**src/rtl/steer_quad_gen.sv**
```systemverilog
// steer_quad_gen
//   Produces the 2-bit Gray-code quadrature pair that the sprint2 core reads
//   as one player's steering wheel. There are two sources of motion:
//   - Digital left/right keys. The first step is immediate. While a key is
//     held, the step period shrinks after every step, down to a floor.
//   - Signed paddle/spinner deltas over a valid/ready handshake. Each delta
//     is played out as |delta| steps at the fixed floor period.
//
// Ports
//   CLK          core clock (6 MHz video clock)
//   reset        asynchronous, active-high
//   ce           step-timing enable; counters and steps advance only when high
//   left, right  joystick keys, active-high; both pressed counts as idle
//   delta        signed step count, positive = right
//   delta_valid  a delta is offered
//   delta_ready  a delta is taken on an edge where valid & ready
//   steer        {A,B} quadrature, Gray coded from the internal phase
//   moving       high while a joystick or paddle motion is in progress
//   dir          direction of the last step, 1 = right/positive

module steer_quad_gen #(
  parameter int CLKDIV_MAX = 22500,
  parameter int CLKDIV_MIN = 5625,
  parameter int RAMP_STEP  = 1125,
  parameter int DELTA_W    = 8
) (
  input  logic                      CLK,
  input  logic                      reset,
  input  logic                      ce,
  input  logic                      left,
  input  logic                      right,
  input  logic signed [DELTA_W-1:0] delta,
  input  logic                      delta_valid,
  output logic                      delta_ready,
  output logic [1:0]                steer,
  output logic                      moving,
  output logic                      dir
);

  localparam logic [1:0] ST_IDLE = 2'd0;
  localparam logic [1:0] ST_JOY  = 2'd1;
  localparam logic [1:0] ST_PAD  = 2'd2;

  localparam logic [15:0] PERIOD_MAX = 16'(CLKDIV_MAX);
  localparam logic [15:0] PERIOD_MIN = 16'(CLKDIV_MIN);
  localparam logic [15:0] PAD_LAST   = 16'(CLKDIV_MIN - 1);
  localparam logic [15:0] RAMP       = 16'(RAMP_STEP);
  // The ramp may only subtract while the result stays at or above the floor.
  // The comparison is done one bit wider so that it can never wrap.
  localparam logic [16:0] RAMP_FLOOR = 17'(CLKDIV_MIN + RAMP_STEP);

  logic [1:0]         state, state_n;
  logic [1:0]         phase, phase_n;
  logic [15:0]        cnt, cnt_n;
  logic [15:0]        period, period_n;
  logic [15:0]        period_ramped;
  logic [DELTA_W-1:0] pending, pending_n;
  logic [DELTA_W-1:0] delta_mag;
  logic               dir_n;
  logic               ready_n;
  logic               joy_active;
  logic               step;
  logic               step_right;

  assign joy_active = left ^ right;
  assign steer      = {phase[1], phase[1] ^ phase[0]};

  // The magnitude is unsigned and DELTA_W bits wide, so the most negative
  // delta maps to 2^(DELTA_W-1) without overflowing.
  assign delta_mag = delta[DELTA_W-1] ? DELTA_W'(~delta + 1'b1) : DELTA_W'(delta);

  assign period_ramped = ({1'b0, period} >= RAMP_FLOOR) ? (period - RAMP) : PERIOD_MIN;

  // Next-state logic. Every joystick entry (from IDLE, from PAD, or on a
  // reversal) takes one immediate step and restarts the ramp from the
  // slowest period.
  always_comb begin
    state_n    = state;
    phase_n    = phase;
    cnt_n      = cnt;
    period_n   = period;
    pending_n  = pending;
    dir_n      = dir;
    step       = 1'b0;
    step_right = dir;

    case (state)
      ST_IDLE: begin
        if (ce && joy_active) begin
          state_n    = ST_JOY;
          step       = 1'b1;
          step_right = right;
          dir_n      = right;
          cnt_n      = 16'd0;
          period_n   = PERIOD_MAX;
        end else if (delta_valid && delta_ready) begin
          pending_n = delta_mag;
          dir_n     = ~delta[DELTA_W-1];
          if (delta_mag != '0) begin
            // Preloading the counter makes the first paddle step fire on the next ce.
            state_n = ST_PAD;
            cnt_n   = PAD_LAST;
          end
        end
      end

      ST_JOY: begin
        if (!joy_active) begin
          state_n  = ST_IDLE;
          cnt_n    = 16'd0;
          period_n = PERIOD_MAX;
        end else if (ce) begin
          if (right != dir) begin
            step       = 1'b1;
            step_right = right;
            dir_n      = right;
            cnt_n      = 16'd0;
            period_n   = PERIOD_MAX;
          end else if (cnt == period - 16'd1) begin
            step       = 1'b1;
            step_right = dir;
            cnt_n      = 16'd0;
            period_n   = period_ramped;
          end else begin
            cnt_n = cnt + 16'd1;
          end
        end
      end

      ST_PAD: begin
        if (ce) begin
          if (joy_active) begin
            // The joystick overrides the paddle: the remaining steps are dropped.
            pending_n  = '0;
            state_n    = ST_JOY;
            step       = 1'b1;
            step_right = right;
            dir_n      = right;
            cnt_n      = 16'd0;
            period_n   = PERIOD_MAX;
          end else if (cnt == PAD_LAST) begin
            step       = 1'b1;
            step_right = dir;
            cnt_n      = 16'd0;
            pending_n  = pending - 1'b1;
            if (pending == DELTA_W'(1)) begin
              state_n = ST_IDLE;
            end
          end else begin
            cnt_n = cnt + 16'd1;
          end
        end
      end

      default: begin
        state_n  = ST_IDLE;
        cnt_n    = 16'd0;
        period_n = PERIOD_MAX;
      end
    endcase

    if (step) begin
      phase_n = step_right ? (phase + 2'd1) : (phase - 2'd1);
    end

    ready_n = (state_n == ST_IDLE) && !joy_active;
  end

  // All state is registered. moving and delta_ready look one state ahead so
  // that they line up with the registered state.
  always_ff @(posedge CLK or posedge reset) begin
    if (reset) begin
      state       <= ST_IDLE;
      phase       <= 2'd0;
      cnt         <= 16'd0;
      period      <= PERIOD_MAX;
      pending     <= '0;
      dir         <= 1'b0;
      delta_ready <= 1'b0;
      moving      <= 1'b0;
    end else begin
      state       <= state_n;
      phase       <= phase_n;
      cnt         <= cnt_n;
      period      <= period_n;
      pending     <= pending_n;
      dir         <= dir_n;
      delta_ready <= ready_n;
      moving      <= (state_n != ST_IDLE);
    end
  end

endmodule

```
**config.mk**
```make
export PLATFORM = sky130hd
export DESIGN_NAME = steer_quad_gen
export DESIGN_NICKNAME = d
export VERILOG_FILES = /design/src/rtl/steer_quad_gen.sv
export SDC_FILE = /design/constraint.sdc
export NUM_CORES = 1
export LEC_CHECK = 0
export CAP_MARGIN = 0
export CORE_UTILIZATION = 50
export CTS_BUF_LIST = sky130_fd_sc_hd__clkbuf_8
export DETAILED_ROUTE_END_ITERATION = 8
export GPL_ROUTABILITY_DRIVEN = 0
export PLACE_DENSITY = 0.79
export SYNTH_ARGS = -nofsm -noshare
export SYNTH_HDL_FRONTEND = slang
export SYNTH_SLANG_ARGS = --single-unit
export TNS_END_PERCENT = 100
```
**constraint.sdc**
```tcl
create_clock -name CLK -period 8.9 [get_ports CLK]
set_input_delay 0.89 -clock CLK [delete_from_list [all_inputs] [get_ports CLK]]
set_output_delay 0.89 -clock CLK [all_outputs]
set_load 0.02 [all_outputs]
```
==> impl_metrics.csv <==
group,metric,value,unit
grt,grt_max_degree,48,
pwr,leakagePower,1.60,nW
logic_synthesis,syn_nets,519,
grt,grt_use_met3,3.66,%
sta,slew_headroom,35.2,%
logic_synthesis,syn-instance-count,494,
sta,fin_crit,3.81,ns
floorplan,fp.dieH,89.7,µm
sta,finalClockSkew,0.00914,ns
grt,busiest_layer,"met2",
logic_synthesis,netlist_area,3840,µm²
floorplan,initial_core_util,52.4,%
job,drv_cap,0,
sta,fmax,263,MHz
worst_hold_path,hold_depth,1,
logic_synthesis,ys_ff_latch,47,
grt,gr-total-overflow,0,
pwr,pwr_density_cell,263,nW/µm²
sta,fin_setup_tns,0,ns
route,wl,9260,µm
cts,cts_resized,0,
route,wl_per_cell,15.7,µm
critical_path,crit_required,9.08,ns
sta,rsz0062_at_grt,"no",
logic_synthesis,syn_area_per_cell,7.78,µm²
cts,cts_buffers,5,
logic_synthesis,async_flop_share,100,%
critical_path,cp.arrival,3.98,ns
pwr,vdd_ir_drop_max,0.255,mV
final_layout,fillerInstances,656,
grt,grt_pass1_wl,15000,µm
logic_synthesis,synth-warning-count,0,
cts,cts_tree,"built",
sta,min_period_over_period,42.8,%
grt,gr-usage-all-layers,23.9,%
logic_synthesis,synth-edff-count,0,
critical_path,crit_fanout,26,
logic_synthesis,synth_top_area_share,24.7,%
cts,cts-root-buf,"clkbuf_8",
cts,cts_max_path_buffers,2,
floorplan,dieArea,8040,µm²
critical_path,startpoint_type,"input port",
place,io_buffer_count,18,
cts,cts.clk_slew.worst_paths,0.09,ns
floorplan,die_x,89.7,µm
critical_path,reg2reg_depth,11,
sta,slew_viol_final,0,
cts,postCtsHoldBufs,0,
final_layout,layout.nets,514,
floorplan,ios,19,
critical_path,path_class,"input port to flip-flop",
route,first_pass_iters,4,
route,viasPerCell,6.20,
floorplan,core,7330,µm²
grt,gr-usage-met1,31.5,%
final_layout,syn_to_final_growth,7.55,%
logic_synthesis,synth.distinct_cells,65,
cts,cts.htree.levels,2,
cts,cts_setup_buffers,0,
route,drtIter0Drc,220,
cts,clk_latency,0.30,ns
critical_path,cp-end-kind,"flip-flop",
grt,grt_use_met2,40.6,%
final_layout,final_area,4140,µm²
final_layout,seqCellArea,1190,µm²
route,drc,0,
logic_synthesis,yosys.area.top_type,"dfrtp_1",
final_layout,multi_input_area,2380,µm²
logic_synthesis,synth_seq_area_share,30.9,%
sta,finalSetupViolCount,0,
final_layout,num_antenna_cells,0,
place,place_area,4030,µm²
place,dp_hpwl,6640,µm
cts,cts.sinks,47,
route,drtAntennaViolNets,0,
grt,grt_pass1_vias,3255,
logic_synthesis,synth-main-ff-cell,"dfrtp_1",
sta,worst_pin_slew,0.971,ns
route,num_vias,3654,
grt,antenna_found_initial,0,
worst_hold_path,hold_class,"flip-flop to flip-flop",
sta,finalHoldViolCount,0,
logic_synthesis,synth_area_leaders,"dfrtp_1, dfstp_2, a21oi_1, nand2_1, xnor2_1",
floorplan,rows,31,
final_layout,drive_above_1_share,6.33,%
outcome,status,"finished clean",
==> synthesized netlist by cell type, drive strengths merged (10+ instances only) <==
library cell / instances
nor4: 10
nor3: 17
inv: 36
clkbuf: 23
o21ai: 26
a22o: 12
xor2: 14
nand2: 49
nor2: 34
a21oi: 39
o22ai: 11
xnor2: 20
nand3: 27
ha: 11
dfrtp: 38
buf: 10
==> cell families (layout without fill, tap and decap cells) <==
family / after synthesis / after routing / synth area share [%]
multiplexers: 3 / 3 / 0.781
XOR/XNOR: 34 / 34 / 7.74
AND/OR/NAND/NOR: 183 / 183 / 24.6
buffers and inverters: 69 / 65 / 7.26
AO/OA/AOI/OAI: 147 / 147 / 25.2
flip-flops: 47 / 47 / 30.9
adder cells (fa/ha/maj): 11 / 11 / 3.58
==> path summary, 6_finish.rpt <==
kind / start / to / slack (ns)
max: delta[0] / cnt[15] / 5.09
min: pending[7] / pending[7] / 0.52
max reg2reg: period[0] / period[13] / 5.11
min reg2reg: pending[7] / pending[7] / 0.52
max in group asynchronous: reset / cnt[15] / 7.16
min in group asynchronous: reset / period[4] / 1.13
==> through the flow <==
| step | instances | util (%) | worst slack (ns) | power [mW] | hold WS [ns] |
|---|---|---|---|---|---|
| 2_1_floorplan | 494 | - | 5.71 | 0.777 | 0.473 |
| 3_3_place_gp | 581 | 54.9 | 4.90 | 0.900 | 0.492 |
| 3_5_place_dp | 581 | 54.9 | 4.83 | 0.921 | 0.495 |
| 4_1_cts | 589 | 56.4 | 5.10 | 1.08 | 0.522 |
| 5_1_grt | 589 | 56.4 | 4.77 | 1.16 | 0.544 |
| 6_report | 589 | 56.4 | 5.09 | 1.09 | 0.520 |
==> layout by cell type (no fill, tap or decap), types with 3 or more instances in the layout <==
master	synthesis	routed
ha_1	11	11
o21bai_1	3	3
or2_2	4	4
and2_1	4	4
xnor2_1	20	20
inv_1	36	35
clkbuf_8	0	5
nand4_1	7	7
o22ai_1	11	11
nor4_1	9	9
nand2b_1	3	3
and3_1	3	3
nor4b_1	4	4
a21oi_1	39	39
o32ai_1	3	3
nor3_1	15	15
a21o_1	4	4
buf_4	3	3
nand3b_1	3	3
clkdlybuf4s50_1	0	18
a41oi_1	3	3
nand3_1	27	27
or4_1	3	3
o21ai_0	24	24
o211ai_1	7	7
a31oi_1	9	9
a22o_1	12	12
nand2_1	49	49
dfstp_2	9	9
xor2_1	14	14
o31ai_1	8	8
dfrtp_1	38	38
nor3b_1	3	3
nor2_1	34	34
mux2i_1	3	3
==> layer usage <==
| layer | vias to the layer above | wire [µm] |
|---|---|---|
| li1 | 1777 | - |
| met1 | 1729 | 4200 |
| met2 | 130 | 4460 |
| met3 | 18 | 467 |
| met4 | 0 | 136 |
| met5 | - | 0 |
==> power by group <==
group,total (mW),switching (mW),internal (mW)
Sequential,0.365,0.0921,0.273
Clock,0.159,0.0761,0.0825
Combinational,0.564,0.333,0.231
Total,1.09,0.502,0.586
==> worst max-delay path, cell delays in order <==
cell and delay (ns):
clkdlybuf4s50_1 0.53, inv_1 0.08, ha_1 0.31, or3b_2 0.49
a2111oi_0 0.34, o311ai_0 0.22, o21bai_1 0.25, nand2_1 0.08
o21ai_1 0.07, buf_4 0.28, nand2b_1 0.30, o22ai_1 0.13
==> flip-flops by register name (all words and copies together) (netlist names) <==
register     cells
phase            2
pending          8
dir              1
cnt             16
period          16
delta_ready      1
state            2
moving           1
==> cell type report <==
cell class,count,area share [%]
clock buffer,5,1.66
timing repair buffer,21,4.90
multi-input combinational,378,57.5
inverter,36,3.27
tap,99,3.00
sequential,47,28.7
clock inverter,3,0.938
(Power assumes the default switching activity.)
